### config.mk
export PLATFORM = sky130hd
export DESIGN_NAME = tap_scan_regs
export DESIGN_NICKNAME = d
export VERILOG_FILES = /design/src/rtl/tap_scan_regs.sv
export SDC_FILE = /design/constraint.sdc
export NUM_CORES = 1
export LEC_CHECK = 0
export BUFFER_PORTS_ARGS = -buffer_cell sky130_fd_sc_hd__buf_2
export CORE_UTILIZATION = 25
export CTS_BUF_LIST = sky130_fd_sc_hd__clkbuf_8
export DETAILED_ROUTE_END_ITERATION = 12
export PLACE_DENSITY = 0.49
export SYNTH_ARGS = -nofsm -noshare
export SYNTH_HDL_FRONTEND = slang
export SYNTH_SLANG_ARGS = --single-unit
### constraint.sdc
create_clock -name clk -period 2.03 [get_ports clk]
set_input_delay 0.3045 -clock clk [delete_from_list [all_inputs] [get_ports clk]]
set_output_delay 0.3045 -clock clk [all_outputs]
set_load 0.05 [all_outputs]
### src/rtl/tap_scan_regs.sv
`default_nettype none
// ============================================================================
// Module   : tap_scan_regs
// Purpose  : TAP scan datapath: IR plus BYPASS/IDCODE/USER DRs, TDO mux, USER update port
// Revision : 1.0 - initial release
// ============================================================================
module tap_scan_regs #(
  parameter int          IR_WIDTH   = 4,
  parameter logic [31:0] IDCODE_VAL = 32'h1B57_A0E3,
  parameter int          USER_WIDTH = 8
) (
  input  logic                  clk,
  input  logic                  TRST,
  input  logic [3:0]            state,
  input  logic                  TDI,
  output logic                  TDO,
  output logic                  tdo_en,
  output logic [IR_WIDTH-1:0]   ir,
  input  logic [USER_WIDTH-1:0] user_dr_in,
  output logic [USER_WIDTH-1:0] user_dr_out,
  output logic                  user_update
);

  localparam logic [3:0] C_ST_TLR        = 4'd0;
  localparam logic [3:0] C_ST_CAPTURE_DR = 4'd3;
  localparam logic [3:0] C_ST_SHIFT_DR   = 4'd4;
  localparam logic [3:0] C_ST_UPDATE_DR  = 4'd8;
  localparam logic [3:0] C_ST_CAPTURE_IR = 4'd10;
  localparam logic [3:0] C_ST_SHIFT_IR   = 4'd11;
  localparam logic [3:0] C_ST_UPDATE_IR  = 4'd15;

  localparam logic [IR_WIDTH-1:0] C_INSTR_IDCODE = IR_WIDTH'(1);
  localparam logic [IR_WIDTH-1:0] C_INSTR_USER   = IR_WIDTH'(2);

  logic [IR_WIDTH-1:0]   ir_q;
  logic [IR_WIDTH-1:0]   ir_sh_q;
  logic                  byp_q;
  logic [31:0]           id_sh_q;
  logic [USER_WIDTH-1:0] usr_sh_q;
  logic [USER_WIDTH-1:0] user_dr_out_q;
  logic                  user_update_q;

  logic w_sel_idcode;
  logic w_sel_user;
  logic w_tdo;

  // Anything that is neither IDCODE nor USER (BYPASS included) routes to the 1-bit bypass.
  assign w_sel_idcode = (ir_q == C_INSTR_IDCODE);
  assign w_sel_user   = (ir_q == C_INSTR_USER);

  always_ff @(posedge clk) begin
    if (TRST) begin
      ir_q          <= C_INSTR_IDCODE;
      ir_sh_q       <= '0;
      byp_q         <= 1'b0;
      id_sh_q       <= '0;
      usr_sh_q      <= '0;
      user_dr_out_q <= '0;
      user_update_q <= 1'b0;
    end else begin
      user_update_q <= 1'b0;
      case (state)
        C_ST_TLR:        ir_q    <= C_INSTR_IDCODE;
        C_ST_CAPTURE_IR: ir_sh_q <= IR_WIDTH'(1);
        C_ST_SHIFT_IR:   ir_sh_q <= {TDI, ir_sh_q[IR_WIDTH-1:1]};
        C_ST_UPDATE_IR:  ir_q    <= ir_sh_q;
        C_ST_CAPTURE_DR: begin
          if (w_sel_idcode)    id_sh_q  <= IDCODE_VAL;
          else if (w_sel_user) usr_sh_q <= user_dr_in;
          else                 byp_q    <= 1'b0;
        end
        C_ST_SHIFT_DR: begin
          if (w_sel_idcode)    id_sh_q  <= {TDI, id_sh_q[31:1]};
          else if (w_sel_user) usr_sh_q <= {TDI, usr_sh_q[USER_WIDTH-1:1]};
          else                 byp_q    <= TDI;
        end
        C_ST_UPDATE_DR: begin
          if (w_sel_user) begin
            user_dr_out_q <= usr_sh_q;
            user_update_q <= 1'b1;
          end
        end
        default: ;
      endcase
    end
  end

  always_comb begin
    w_tdo = 1'b0;
    if (state == C_ST_SHIFT_IR) begin
      w_tdo = ir_sh_q[0];
    end else if (state == C_ST_SHIFT_DR) begin
      if (w_sel_idcode)    w_tdo = id_sh_q[0];
      else if (w_sel_user) w_tdo = usr_sh_q[0];
      else                 w_tdo = byp_q;
    end
  end

  assign TDO         = w_tdo;
  assign tdo_en      = (state == C_ST_SHIFT_DR) || (state == C_ST_SHIFT_IR);
  assign ir          = ir_q;
  assign user_dr_out = user_dr_out_q;
  assign user_update = user_update_q;

endmodule
`default_nettype wire

==> impl_metrics.env <==
export IMPL_max_cap_violations=0
export IMPL_synthTopCellsByArea="dfxtp_1 (52%), nor2_1 (12%), a22oi_1 (6.4%)"
export IMPL_drt_iter0_markers=58
export IMPL_synthCells=255
export IMPL_worst_path_max_fanout=6
export IMPL_crit_type="flop to primary output"
export IMPL_met1_usage_pct=13.7
export IMPL_antenna_found_initial=0
export IMPL_area_delta_synth_final_pct=20.9
export IMPL_antenna_diode_count=0
export IMPL_seqPwrFrac_pct=51.3
export IMPL_avgSynthCellArea_um2=8.79
export IMPL_dieArea_mm2=0.00935
export IMPL_relSlewSlack_pct=70.2
export IMPL_worstPathRequired_ps=1730
export IMPL_fin_setup_tns_ps=0
export IMPL_clkPwrFrac_pct=42.6
export IMPL_hold_class="input pin to flop"
export IMPL_switching_share_pct=23.3
export IMPL_synth_area_mm2=0.00224
export IMPL_die_w_um=96.7
export IMPL_drive_gt1_share_pct=20.6
export IMPL_cp_slowest_stage_delay_ps=360
export IMPL_grt_pass1_vias=1741
export IMPL_cp_arrival_ps=1590
export IMPL_wire_per_inst_um=12.1
export IMPL_fp_dieH_um=96.7
export IMPL_cts_tree="yes"
export IMPL_num_rows=34
export IMPL_hpwlAfterDp_mm=3.06
export IMPL_path_clk_slew_ps=60
export IMPL_clock_sinks=58
export IMPL_numCtsBuffers=9
export IMPL_path_buf_inv=1
export IMPL_drv_slew=0
export IMPL_grt_pass1_wl_mm=8.14
export IMPL_multi_input_area_mm2=0.00103
export IMPL_synth_fp_nets=270
export IMPL_outcome="complete, no violations"
export IMPL_post_cts_repair_setup_buffers=0
export IMPL_use_met3_pct=4.70
export IMPL_synth_seq_cells=58
export IMPL_io_buffers=29
export IMPL_p_comb_share_pct=6.1
export IMPL_drcViolationCount=0
export IMPL_clock_fmax_mhz=527
export IMPL_clockBufferDepth=2
export IMPL_ctsHoldBuffers=0
export IMPL_synth_edf_count=0
export IMPL_finalSetupViolCount=0
export IMPL_pin_count=30
export IMPL_gr_total_overflow=0
export IMPL_htree_levels=3
export IMPL_seq_area_mm2=0.00116
export IMPL_synthFlopType="dfxtp_1"
export IMPL_skew_ps=6.36
export IMPL_crit_chain="nor2b_2 > a22o_1 > a22oi_2 > o22ai_2 > buf_4"
export IMPL_hold_violations=0
export IMPL_core_mm2=0.00868
export IMPL_peakVddDrop_v=0.000239
export IMPL_tightest_slew_ps=446
export IMPL_use_met2_pct=16.4
export IMPL_top_usage_layer="met2"
export IMPL_start_util_pct=25.8
export IMPL_period_share_pct=93.4
export IMPL_leakage_nw=1.09
export IMPL_place_gp_congestion=0.722
export IMPL_switchingPower_w=0.000532
export IMPL_ys_seq_area_share_pct=51.8
export IMPL_yosysTopAreaCellShare_pct=51.8
export IMPL_p_per_area_mw_per_mm2=844
export IMPL_root_buffer="clkbuf_8"
export IMPL_wirelength_mm=4.84
export IMPL_crit_family="compound AO/OA/AOI/OAI gates"
export IMPL_synthArstFlopShare_pct=0
export IMPL_drt_vias_per_instance=4.63
export IMPL_fin_crit_ps=1900
export IMPL_synth_top_area_cell="dfxtp_1"
export IMPL_intPower_w=0.00175
export IMPL_cp_end_kind="primary output"
export IMPL_slowest_stage="dfxtp_1"
export IMPL_antenna_left=0
export IMPL_reg2reg_slack_ps=440
export IMPL_cp_start_kind="flop"
export IMPL_dr_pass1_iters=4
export IMPL_rsz0062_at_grt="false"
export IMPL_nNetsFinal=303
export IMPL_power_total_w=0.00229
export IMPL_dr_total_vias=1849
export IMPL_grtUsageTotal_pct=11.0
export IMPL_clk_insertion_delay_late_ps=330
export IMPL_nFillCells=936
export IMPL_synth_warnings=0
export IMPL_synth_cell_types=32
export IMPL_grt_max_degree=59
[metrics by stage]
step	cells	setup WS (ps)	hold slack [ps]	instance area, um2	utilization (%)
3_3_place_gp	385	306	465	2520	29.1
4_1_cts	399	22.0	222	2700	31.1
6_report	399	133	243	2710	31.2
5_1_grt	399	6.95	240	2710	31.2
2_1_floorplan	255	70.8	445	2250	-
3_5_place_dp	385	268	475	2520	29.1
[sequential cells by signal, summed over array words and instances (netlist names)]
signal	count
ir_sh_q	4
user_update	1
byp_q	1
id_sh_q	32
usr_sh_q	8
user_dr_out	8
ir	4
[cell type report]
cell class | instances | area share [%]
Sequential cell | 58 | 42.9
Multi-Input combinational cell | 183 | 37.9
Timing Repair Buffer | 36 | 7.85
Tap cell | 108 | 4.99
Clock buffer | 9 | 4.57
Clock inverter | 5 | 1.80
[cells by family after synthesis]
kind of cell / count (synthesis) / synth area share, %
flip-flops: 58 / 51.8
buffers and inverters: 14 / 3.02
multiplexers: 9 / 4.02
AND/OR/NAND/NOR: 132 / 27.1
AO/OA/AOI/OAI: 42 / 14.0
[cells in the final DEF (no fill, tap or decap), types with 2 or more instances in the layout]
cell type  Yosys  final
and2_1         2      2
nand3_1        6      6
nor2_1        73     73
mux2i_1        9      9
nor2b_1        3      2
o21a_2         2      2
a311oi_1       6      6
nand2b_1       2      2
clkbuf_8       0      9
clkinv_2       0      3
nor3_1        17     17
dfxtp_1       58     57
a21oi_1        5      5
buf_2          6     28
a22oi_1       19     18
o21ai_1        1      2
buf_4          0      7
nand2_1       21     21
nor4b_2        2      2
[worst register-to-register path: cells and delay by family, from the launching register on]
kind | cells | cell delay (ps)
AOI/OAI and AO/OA | 2 | 620
and+or+nand+nor | 2 | 470
DFF | 1 | 420
[layer usage]
metal  wire length [um]  vias to the layer above  part of all wire (%)
met5                  0                        -                     0
met3                200                        4                   4.1
li1                   -                      954                     -
met4                 34                        0                  0.70
met2               2200                       32                    45
met1               2410                      859                    50
[synthesized netlist by cell type, types with 2 or more instances]
| library cell | n |
|---|---|
| nand2_1 | 21 |
| nand2b_1 | 2 |
| a311oi_1 | 6 |
| a22oi_1 | 19 |
| a21oi_1 | 5 |
| nand3_1 | 6 |
| o21ai_0 | 2 |
| nor4b_2 | 2 |
| nor2_1 | 73 |
| o21a_2 | 2 |
| mux2i_1 | 9 |
| nor2b_1 | 3 |
| nor3_1 | 17 |
| dfxtp_1 | 58 |
| clkbuf_1 | 7 |
| buf_2 | 6 |
| and2_1 | 2 |
[power by group through the flow]
stage / combinational (W) / sequential (W) / clock (W)
3_3_place_gp: 0.000138 / 0.00120 / 0
6_report: 0.000139 / 0.00117 / 0.000973
2_1_floorplan: 0.0000894 / 0.00120 / 0
5_1_grt: 0.000155 / 0.00118 / 0.00106
4_1_cts: 0.000140 / 0.00117 / 0.00101
3_5_place_dp: 0.000138 / 0.00120 / 0
[what timing repair did]
item	CTS	global route
endpoints found under the hold margin	0	0
pin swaps	0	1
setup endpoints to repair	1	1
gates resized for setup	1	4
[final timing paths]
kind / start / to / depth (start not counted)
setup / recovery: ir[1]$_SDFFE_PP0P_ / TDO / 5
hold / removal: user_dr_in[3] / usr_sh_q[3]$_SDFFE_PP0P_ / 3
hold reg to reg: id_sh_q[1]$_SDFFE_PP0P_ / id_sh_q[0]$_SDFFE_PP0P_ / 2
setup reg to reg: ir[1]$_SDFFE_PP0P_ / usr_sh_q[7]$_SDFFE_PP0P_ / 4
Note: power is estimated with default switching activity, not from simulation.
